### src/rtl/wb_rgb_pwm.sv
// rtl/wb_rgb_pwm.sv - Wishbone RGB LED PWM controller with shadowed duties and prescaler
// Optional blink register and blink gating are built when RGB_PWM_BLINK_EN is defined.
module wb_rgb_pwm #(
    parameter int PRESCALE_WIDTH = 16,
    parameter bit DEFAULT_ENABLE = 1'b0
) (
    input  logic        slow_clk,
    input  logic        reset,
    input  logic        wb_cyc_in,
    input  logic        wb_stb_in,
    input  logic        wb_we_in,
    input  logic [3:0]  wb_adr_in,
    input  logic [31:0] wb_dat_in,
    input  logic [3:0]  wb_sel_in,
    output logic [31:0] wb_dat_out,
    output logic        wb_ack_out,
    output logic        led_r_out,
    output logic        led_g_out,
    output logic        led_b_out
);

    logic                      enable;
    logic [PRESCALE_WIDTH-1:0] presc;
    logic [PRESCALE_WIDTH-1:0] pre_cnt;
    logic [7:0]                pwm_cnt;
    logic [23:0]               duty_shadow;
    logic [23:0]               duty_active;

    logic        req, wr, rd;
    logic [1:0]  reg_sel;
    logic [31:0] wmask;
    logic [31:0] ctrl_word, ctrl_next;
    logic [23:0] duty_next;
    logic [31:0] rdata;
    logic        ctrl_wr, duty_wr, presc_wr;
    logic        tick, wrap;
    logic        blink_off;
    logic        blink_phase;
    logic [15:0] half_period;

    // The ack itself masks the request so every strobe gets one single-cycle ack.
    assign req      = wb_cyc_in & wb_stb_in & ~wb_ack_out;
    assign wr       = req & wb_we_in;
    assign rd       = req & ~wb_we_in;
    assign reg_sel  = wb_adr_in[3:2];
    assign wmask    = {{8{wb_sel_in[3]}}, {8{wb_sel_in[2]}}, {8{wb_sel_in[1]}}, {8{wb_sel_in[0]}}};
    assign ctrl_wr  = wr && (reg_sel == 2'd0);
    assign duty_wr  = wr && (reg_sel == 2'd1);
    assign presc_wr = ctrl_wr && (|wb_sel_in[3:2]);

    assign tick = (pre_cnt == presc);
    assign wrap = tick && (pwm_cnt == 8'hFF);

    always_comb begin
        ctrl_word = '0;
        ctrl_word[0] = enable;
        ctrl_word[PRESCALE_WIDTH+15:16] = presc;
    end

    assign ctrl_next = (ctrl_word & ~wmask) | (wb_dat_in & wmask);
    assign duty_next = (duty_shadow & ~wmask[23:0]) | (wb_dat_in[23:0] & wmask[23:0]);

`ifdef RGB_PWM_BLINK_EN
    logic [15:0] blink_cnt;
    logic [15:0] half_next;
    logic        blink_wr;

    assign blink_wr  = wr && (reg_sel == 2'd2);
    assign half_next = (half_period & ~wmask[15:0]) | (wb_dat_in[15:0] & wmask[15:0]);
    assign blink_off = blink_phase & (half_period != 16'd0);

    always_ff @(posedge slow_clk) begin
        if (!reset) begin
            half_period <= '0;
            blink_cnt   <= '0;
            blink_phase <= 1'b0;
        end else if (blink_wr) begin
            half_period <= half_next;
            if (half_next == 16'd0) begin
                blink_cnt   <= '0;
                blink_phase <= 1'b0;
            end
        end else if (wrap && (half_period != 16'd0)) begin
            // Compare in 17 bits so a shrunk half_period still terminates the count.
            if (({1'b0, blink_cnt} + 17'd1) >= {1'b0, half_period}) begin
                blink_cnt   <= '0;
                blink_phase <= ~blink_phase;
            end else begin
                blink_cnt <= blink_cnt + 16'd1;
            end
        end
    end
`else
    assign blink_off   = 1'b0;
    assign blink_phase = 1'b0;
    assign half_period = '0;
`endif

    always_comb begin
        rdata = '0;
        case (reg_sel)
            2'd0: rdata = ctrl_word;
            2'd1: rdata = {8'h00, duty_shadow};
            2'd2: rdata = {16'h0000, half_period};
            2'd3: rdata = {23'h0, blink_phase, pwm_cnt};
            default: rdata = '0;
        endcase
    end

    always_ff @(posedge slow_clk) begin
        if (!reset) begin
            wb_ack_out  <= 1'b0;
            wb_dat_out  <= '0;
            enable      <= DEFAULT_ENABLE;
            presc       <= '0;
            pre_cnt     <= '0;
            pwm_cnt     <= '0;
            duty_shadow <= '0;
            duty_active <= '0;
            led_r_out   <= 1'b0;
            led_g_out   <= 1'b0;
            led_b_out   <= 1'b0;
        end else begin
            wb_ack_out <= req;
            wb_dat_out <= rd ? rdata : 32'h0;
            if (ctrl_wr) begin
                enable <= ctrl_next[0];
                presc  <= ctrl_next[PRESCALE_WIDTH+15:16];
            end
            if (duty_wr)
                duty_shadow <= duty_next;
            if (presc_wr || tick)
                pre_cnt <= '0;
            else
                pre_cnt <= pre_cnt + PRESCALE_WIDTH'(1);
            if (tick)
                pwm_cnt <= pwm_cnt + 8'd1;
            // Loading only at the period boundary keeps every period whole.
            if (wrap)
                duty_active <= duty_shadow;
            led_r_out <= enable & (pwm_cnt < duty_active[7:0])   & ~blink_off;
            led_g_out <= enable & (pwm_cnt < duty_active[15:8])  & ~blink_off;
            led_b_out <= enable & (pwm_cnt < duty_active[23:16]) & ~blink_off;
        end
    end

    logic unused_bits;
    assign unused_bits = &{1'b0, wb_adr_in[1:0], ctrl_next, wb_dat_in};

endmodule
### config.mk
export PLATFORM = sky130hd
export DESIGN_NAME = wb_rgb_pwm
export DESIGN_NICKNAME = d
export VERILOG_FILES = /design/src/rtl/wb_rgb_pwm.sv
export SDC_FILE = /design/constraint.sdc
export NUM_CORES = 1
export LEC_CHECK = 0
export CELL_PAD_IN_SITES_DETAIL_PLACEMENT = 1
export CELL_PAD_IN_SITES_GLOBAL_PLACEMENT = 1
export CORE_UTILIZATION = 42
export CTS_BUF_LIST = sky130_fd_sc_hd__clkbuf_4 sky130_fd_sc_hd__clkbuf_8
export CTS_CLUSTER_DIAMETER = 30
export DETAILED_ROUTE_END_ITERATION = 8
export GPL_TIMING_DRIVEN = 0
export PLACE_DENSITY = 0.94
export SYNTH_ARGS = -nofsm -noshare
export SYNTH_HDL_FRONTEND = slang
export SYNTH_SLANG_ARGS = --single-unit
### constraint.sdc
create_clock -name slow_clk -period 2.3 [get_ports slow_clk]
set_input_delay 0.46 -clock slow_clk [delete_from_list [all_inputs] [get_ports slow_clk]]
set_output_delay 0.46 -clock slow_clk [all_outputs]
set_load 0.05 [all_outputs]
* After elaboration in Yosys (flattened, before gate mapping)
Index checks and enable logic that the tools add are counted.
** Operators by class
- Add/sub/neg operators :: 2
- $lt $le $gt $ge :: 3
- Equality and inequality tests :: 5
- Multiplexer cells :: 1
- Bitwise operators :: 18
- Reductions and logical operators :: 9
** Operators with widths (number)
- case mux 32 bit (4 select lines) :: 1
- AND 32 bit :: 2
- AND 24 bit :: 2
- inverter 32 bit :: 1
- OR 32 bit :: 1
- less-than comparator 8 bit :: 3
- inverter 24 bit :: 1
- OR 24 bit :: 1
- adder 16 x 1 -> 16 bit (second input constant) :: 1
- == test 16 bit :: 1
- adder 8 x 1 -> 8 bit (second input constant) :: 1
- == test 8 bit (second input constant) :: 1
- AND 1 bit :: 7
- == test 2 bit (second input constant) :: 2
- logical AND 1 bit :: 4
- OR reduction 2 bit :: 2
- inverter 1 bit :: 3
- == test 2 x 1 -> 1 bit (second input constant) :: 1
- zero test 2 bit :: 1
- AND reduction 2 bit :: 1
- logical OR 1 bit :: 1
** Storage, ports and cells
- Register bits after elaboration :: 125
- Input bits :: 45
- Logic and storage cells :: 49

* Logic depth before layout (Yosys ltp)
- Depth after elaboration :: 7
- Depth in mapped cells :: 8

* Least setup slack after synthesis
Ideal clock, no wire load.
- Path type :: register -> register
- From :: register wb_ack_out
- To :: register wb_dat_out[24]
- Setup time :: 59 ps
- Data arrival time :: 1759 ps
- Data required time :: 2241 ps
- Slack :: 481 ps
- Cell stages (with the launch flop) :: 6
- Path buffers :: 1
- Cell sequence :: dfxtp_1 > or3_1 > or3_1 > clkbuf_1 > nor2_1 > and2_1
** Between the ends
- Cells in the longest elaborated chain, start to end :: 4
** RTL lines
- start, declared :: line 16 : output logic wb_ack_out,
- start signal, assigned :: line 124 : wb_ack_out <= req;
- inverter 1 bit :: line 42 : assign req = wb_cyc_in & wb_stb_in & ~wb_ack_out;
- AND 1 bit :: line 42
- AND 1 bit :: line 44 : assign rd = req & ~wb_we_in;
- AND reduction 2 bit (no line)
- end signal, assigned :: line 125 : wb_dat_out <= rd ? rdata : 32'h0;
- end, declared :: line 15 : output logic [31:0] wb_dat_out,
Every way passes these cells.
A chain may end at the register's enable or synchronous reset.

* Final worst setup path
- From :: input reset
- To :: register wb_dat_out[27]
** Between the ends
- Cells in the longest elaborated chain, start to end :: 1
** RTL lines
- start, declared :: line 8 : input logic reset,
- AND reduction 2 bit (no line)
Every way passes these cells.

==> qor.yml <==
status: "finished, final reports clean"
hold_path.class: "in -> reg"
grt_pass1_vias: 5449
min_period_ns: 2.29
critPathSlowestCell: "clkdlybuf4s50_1"
p_seq_frac: 0.457
p_sw_frac: 0.266
clkSinkCount: 125
crit_family: "simple AND/OR/NAND/NOR gates"
core_um2: 12100
final-setup-viol-count: 0
yosys_warnings: 0
synth_ff_type: "dfxtp_1"
synth_nets: 655
crit_top_cell: "or3_1"
comb_power_share: 0.095
finClkSkew_ns: 0.0169
cp.buffers_inverters: 3
tritoncts: "done"
gr-total-overflow: 0
crit_fanout: 9
fmax_mhz: 437
drive_above_1_share: 0.0776
gp_congestion: 0.812
p_switching_mw: 1.30
grt_usage: 0.299
syn_area_um2: 5210
start_kind: "input port"
syn_inst: 587
synth_area_leader_cell: "dfxtp_1"
clk_pin_slew_worst_paths_ns: 0.08
die_area_um2: 12900
grt_pass1_wl_um: 29200
intPower_mw: 3.58
via_per_inst: 5.67
first_pass_iters: 4
worst_pin_slew_ns: 0.843
async_flop_share: 0
power_density_nw_per_um2: 728
crit_arrival_ns: 2.67
fin_crit_sh: 0.994
path_cells: "clkdlybuf4s50_1 -> inv_1 -> or3_1 -> or3_1 -> clkbuf_1 -> nor2_4 -> and2_1"
die_x_um: 113
finalHoldViolations: 0
drtIter0Drc: 265
ctsHtreeMaxLevel: 4
critPathCaptureType: "flop"
wl_per_cell_um: 21.0
worst_skew_pair.late_latency_ns: 0.46
wl_um: 18200
synth_top_area_frac: 0.480
ioPinCount: 81
synthToLayoutAreaGrowth_pct: 28.4
rsz0062_at_grt: "true"
max_cap_violations: 0
antenna_found_initial: 0
die_h_um: 113
rows: 40
dpl-instance-area_um2: 6180
post-route-drc-count: 0
pwr-share-clk: 0.448
root_buffer: "clkbuf_8"
synth_edf_count: 0
synthTopCellsByArea: "dfxtp_1, mux2i_1, nand3_1, ha_1, a21oi_1"
yosysSeqAreaShare: 0.480
start_util: 0.432
ant_nets: 0
ys_types: 31
port_buffers: 76
cp.required_ns: 2.69
ys_ff_latch: 125
p_leak_nw: 2.46
grt_max_degree: 17
final_area_um2: 6690
clockBufferDepth: 2
slew_violations: 0
max_slew_margin: 0.438
worst_path_largest_cell_delay_ns: 0.59
n_antenna_cell: 0
ctsHoldBuffers: 0
cts_buffers: 17
num-nets-final: 751
hpwl_um: 11300
crit_type: "in -> reg"
fin_hold_ws_ns: 0.470
syn_area_per_cell_um2: 8.88
vias: 4901
irDropWorstVdd_uv: 490
[worst min-delay path: cells and delay by family]
family                 cells  cell delay (ns)
AO/OA/AOI/OAI              1             0.06
buffers and inverters      1             0.21
AND/OR/NAND/NOR            1             0.15
[layout by cell type (no fill, tap or decap), types with 2 or more instances in the layout]
master / n
buf_2: 6
dfxtp_1: 122
clkbuf_1: 20
clkdlybuf4s50_1: 76
buf_1: 2
mux2i_1: 34
xnor2_1: 9
o31ai_1: 4
clkinv_2: 2
nor2_1: 58
and2_1: 10
clkbuf_4: 2
a21oi_1: 56
nand3_1: 58
or3_1: 3
nand4_1: 4
buf_4: 2
and4_1: 2
nand2_1: 40
nor3_1: 4
bufinv_16: 4
clkbuf_2: 2
xor2_1: 22
clkbuf_8: 18
o21ai_0: 29
a211oi_1: 6
nor4_2: 4
and3_1: 12
o21a_1: 3
ha_1: 23
a21o_1: 6
or4_1: 5
dfxtp_2: 3
inv_1: 27
nand2b_1: 4
clkinvlp_4: 6
[what timing repair did]
item | in CTS | in global routing
pin swaps | 1 | 1
resized for setup | 6 | 11
buffers inserted | 2 | 0
endpoints found under the setup margin | 44 | 41
[path summary, 6_finish.rpt]
check,from,endpoint,slack (ns),cells after the start
setup / recovery,reset,wb_dat_out[27],0.01,7
hold / removal,wb_sel_in[1],flop,0.47,3
setup reg to reg,pre_cnt[7],duty_active[5],0.06,7
hold reg to reg,duty_active[6],duty_active[6],0.48,2
[power groups by stage]
stage	combinational (mW)	clock [mW]	sequential (mW)
after CTS	0.450	2.19	2.23
after floorplan	0.231	0	2.26
after global routing	0.497	2.29	2.23
final	0.465	2.18	2.23
after global placement	0.389	0	2.27
after detailed placement	0.411	0	2.27
[stage by stage]
stage	setup TNS, ns	instances	setup WS, ns	utilization	power [mW]
finish	0	864	0.0141	0.555	4.87
global route	-0.0875	864	-0.0264	0.555	5.01
CTS	0	865	0.0210	0.552	4.87
detailed placement	-17.51	831	-0.532	0.513	2.68
global placement	-11.18	831	-0.406	0.513	2.66
floorplan	0	587	0.481	-	2.49
[cells by family (layout without fill, tap and decap cells)]
group | after synthesis | count (layout) | synth area share
compound gates | 106 | 106 | 0.112
simple gates | 208 | 208 | 0.191
fa+ha+maj | 23 | 23 | 0.0552
buf+inv | 60 | 169 | 0.0449
flops | 125 | 125 | 0.480
mux | 34 | 34 | 0.0653
xor+xnor | 31 | 31 | 0.0521
[cell usage after synthesis (all sizes together), types with 9 or more instances]
library cell	instances
inv	27
xnor2	9
nand2	40
and3	12
a21oi	56
o21ai	29
nor2	59
xor2	22
dfxtp	125
nand3	59
buf	9
ha	23
mux2i	34
clkbuf	24
and2	10
[layer usage]
layer | GRT usage | part of all wire | up-vias
li1 | - | - | 2207
met1 | 0.314 | 0.37 | 2431
met2 | 0.536 | 0.52 | 189
met3 | 0.0654 | 0.048 | 74
met4 | 0.205 | 0.054 | 0
met5 | 0 | 0 | -
[final cells by class]
| class | instances | area, µm² |
|---|---|---|
| flip-flops and latches | 125 | 2510 |
| well taps | 168 | 210 |
| clock buffers | 18 | 248 |
| clock inverters | 14 | 193 |
| multi-input cells | 402 | 2520 |
| fillers | 1392 | 5370 |
| plain buffers | 32 | 138 |
| repair buffers | 78 | 776 |
| inverters | 27 | 101 |
No activity file was read; power rests on OpenSTA's default activity.
==> RTL change, RTL diff (config.mk and constraints unchanged) <==
Remove the register `led_r_out`: a continuous assignment takes its place, so the output `led_r_out` follows one clock earlier.
--- a/src/rtl/wb_rgb_pwm.sv
+++ b/src/rtl/wb_rgb_pwm.sv
@@ -119,3 +119,2 @@
             duty_active <= '0;
-            led_r_out   <= 1'b0;
             led_g_out   <= 1'b0;
@@ -140,3 +139,2 @@
                 duty_active <= duty_shadow;
-            led_r_out <= enable & (pwm_cnt < duty_active[7:0])   & ~blink_off;
             led_g_out <= enable & (pwm_cnt < duty_active[15:8])  & ~blink_off;
@@ -146,2 +144,4 @@
 
+    assign led_r_out = enable & (pwm_cnt < duty_active[7:0])   & ~blink_off;
+
     logic unused_bits;
Behaviour: same outputs for any inputs over 4 cycles, from zero or initial values and one cycle with reset low; that may be too few to reach the edited logic, so the function may still have changed.
==> RTL change against the original RTL <==
Maximum frequency decreased by 3.8%; cell area is 0.21% higher; the flow now finishes with violations (negative setup slack); clock skew shrank 0.0038 ns; die area is 0.17% lower; critical path depth unchanged; via count down 1.2%; area after synthesis is 0.17% lower; worst setup slack worse by 0.090 ns; sequential cell count shrank 1; highest routed layer unchanged; total power fell by 0.31%; routed wire length down 4.3%.
==> RTL change: results (changes against the original RTL) <==
| Quantity | Reported | Change |
| --- | --- | --- |
| Detail-routed net length per standard cell | 20.2 um | -4.2% |
| Nature of the critical path startpoint | register |  |
| Share of layout cells above drive strength 1 | 9.21% | +1.5 points |
| Max transition margin | 41.6% | -2.2 points |
| H-tree depth reported by CTS | 4 | unchanged |
| HPWL after detailed placement | 11.8 mm | +4.6% |
| Start point of the worst hold path | wb_sel_in[1] |  |
| Root cell of the clock tree | sky130_fd_sc_hd__clkbuf_8 |  |
| First-pass GRT wire length | 26.5 mm | -9.2% |
| Maximum root-to-sink buffer count | 2 | unchanged |
| Part of the Yosys area used for sequential elements | 47.7% | -0.30 points |
| Number of detailed-route iterations in the first pass | 7 | +3 |
| Clock latency on the worst-skew pair | 0.47 ns |  |
| CTS buffer count | 17 | unchanged |
| Net count of the finished layout | 750 | -0.13% |
| Synth top area cells | sky130_fd_sc_hd__dfxtp_1, sky130_fd_sc_hd__mux2i_1, sky130_fd_sc_hd__a21oi_1 |  |
| Hold Crit Depth | 3 | unchanged |
| Fraction of registers with async set or reset after synthesis | 0% | unchanged |
| Leading cell types by count after synthesis | sky130_fd_sc_hd__dfxtp_1, sky130_fd_sc_hd__a21oi_1, sky130_fd_sc_hd__nand3_1, sky130_fd_sc_hd__nor2_1, sky130_fd_sc_hd__nand2_1 |  |
| Unique masters post-synth | 34 | +9.7% |
| Hold Crit Class | in -> reg |  |
| IR Drop Worst-Case VDD | 0.376 mV | -23% |
| Length in cells of the worst reg-to-reg path | 7 | unchanged |
| Critical path data arrival time | 2.74 ns | +0.07 ns |
| Fraction of power spent switching nets | 25.1% | -1.5 points |
| Reported sequential group power | 2.21 mW |  |
| Lkg Pwr | 2.47 nW | +0.68% |
| FILL cells | 1394 | +0.14% |
| Worst r2r src | pwm_cnt[3] |  |
| Net count after synthesis | 654 | -0.15% |
| Ant. Diodes | 0 | unchanged |
| Clock Skew | 0.0131 ns | -0.00382 ns |
| Critical path fanouts, max | 10 | +1 |
| Vias in the first global route | 5339 | -2.0% |
| Via total after detailed routing | 4844 | -1.2% |
| Global Route Usage Sum | 27.1% | -2.8 points |
| Run status | finished, violations left |  |
| Failing checks | negative setup slack |  |
| Final count of negative-setup-slack endpoints | 2 | +2 |
| Combinational group power | 474 uW | +2% |
| Worst setup slack after layout | -0.0756 ns | -0.0898 ns |
| Buffers added on ports | 76 | unchanged |
| Capture point of the worst reg-to-reg path | duty_active[14] |  |
| GPL Wtd Cong | 0.862 | +6.2% |
| Total clock network power | 2.17 mW |  |
| DR iter-0 viols | 266 | +0.38% |
-- RTL change: cell types whose count changed after synthesis, sizes merged, moves of 2 or more --
cell	before	now
a211oi	6	4
clkbuf	24	21
or4	5	3
nor2	59	54
nand4	4	8
xnor2	9	7
a21oi	56	59
or3	3	5
-- RTL change: per-layer routing --
metal | GRT usage, % | up-vias | share of wire, %
met4 | 15.8 | 0 | 3.7
met2 | 50.6 | 163 | 54
met5 | 0 | - | 0
met1 | 27.3 | 2427 | 37
li1 | - | 2206 | -
met3 | 6.86 | 48 | 4.8
-- RTL change: worst max path at each step --
stage               slack [ns]         endpoint  cells past startpoint
floorplan                 0.28        led_r_out                      5
global placement         -0.47        led_r_out                      6
detailed placement       -0.56        led_r_out                      6
CTS                       -0.1        led_r_out                      6
global route             -0.21  duty_active[14]                      7
finish                   -0.08  duty_active[14]                      7
-- RTL change: timing repair --
action,4_1_cts,5_1_grt
endpoints found under the hold margin,0,0
pin swaps,4,1
gates resized for setup,20,8
setup endpoints to repair,20,47
setup buffers,0,3
-- RTL change: cell type report --
cell class | instances | area [um2] | area share [%]
timing repair buffer | 79 | 785 | 11.7
sequential | 124 | 2490 | 37.2
clock inverter | 11 | 165 | 2.46
buffer | 29 | 123 | 1.83
inverter | 28 | 105 | 1.57
clock buffer | 21 | 283 | 4.22
multi-input combinational | 403 | 2540 | 37.9
tap | 168 | 210 | 3.13
-- RTL change: cell families (layout without fill, tap and decap cells) --
group | Yosys count | count (layout) | share of synthesized area, %
multiplexers | 34 | 34 | 6.54
buffers and inverters | 59 | 168 | 4.45
adder cells (fa/ha/maj) | 23 | 23 | 5.53
flip-flops | 124 | 124 | 47.7
AND/OR/NAND/NOR | 209 | 209 | 19.6
XOR/XNOR | 30 | 30 | 5.05
AO/OA/AOI/OAI | 107 | 107 | 11.1
-- RTL change: through the flow --
| stage | std cells | area (um2) | worst slack, ns | hold slack (ns) | setup TNS (ns) |
|---|---|---|---|---|---|
| floorplan | 586 | 5200 | 0.279 | 0.440 | 0 |
| global placement | 830 | 6170 | -0.468 | 0.458 | -13.32 |
| detailed placement | 830 | 6170 | -0.558 | 0.474 | -19.51 |
| CTS | 860 | 6660 | -0.0981 | 0.432 | -0.0981 |
| global route | 863 | 6710 | -0.206 | 0.484 | -0.878 |
| finish | 863 | 6710 | -0.0756 | 0.455 | -0.147 |
-- RTL change: critical path, stage by stage, from the launching register on --
cell,delay [ns]
sky130_fd_sc_hd__dfxtp_1,0.53
sky130_fd_sc_hd__nand3_1,0.29
sky130_fd_sc_hd__nor3_1,0.29
sky130_fd_sc_hd__and3_1,0.20
sky130_fd_sc_hd__clkbuf_1,0.25
sky130_fd_sc_hd__buf_2,0.30
sky130_fd_sc_hd__nand3_1,0.10
sky130_fd_sc_hd__a21oi_1,0.29
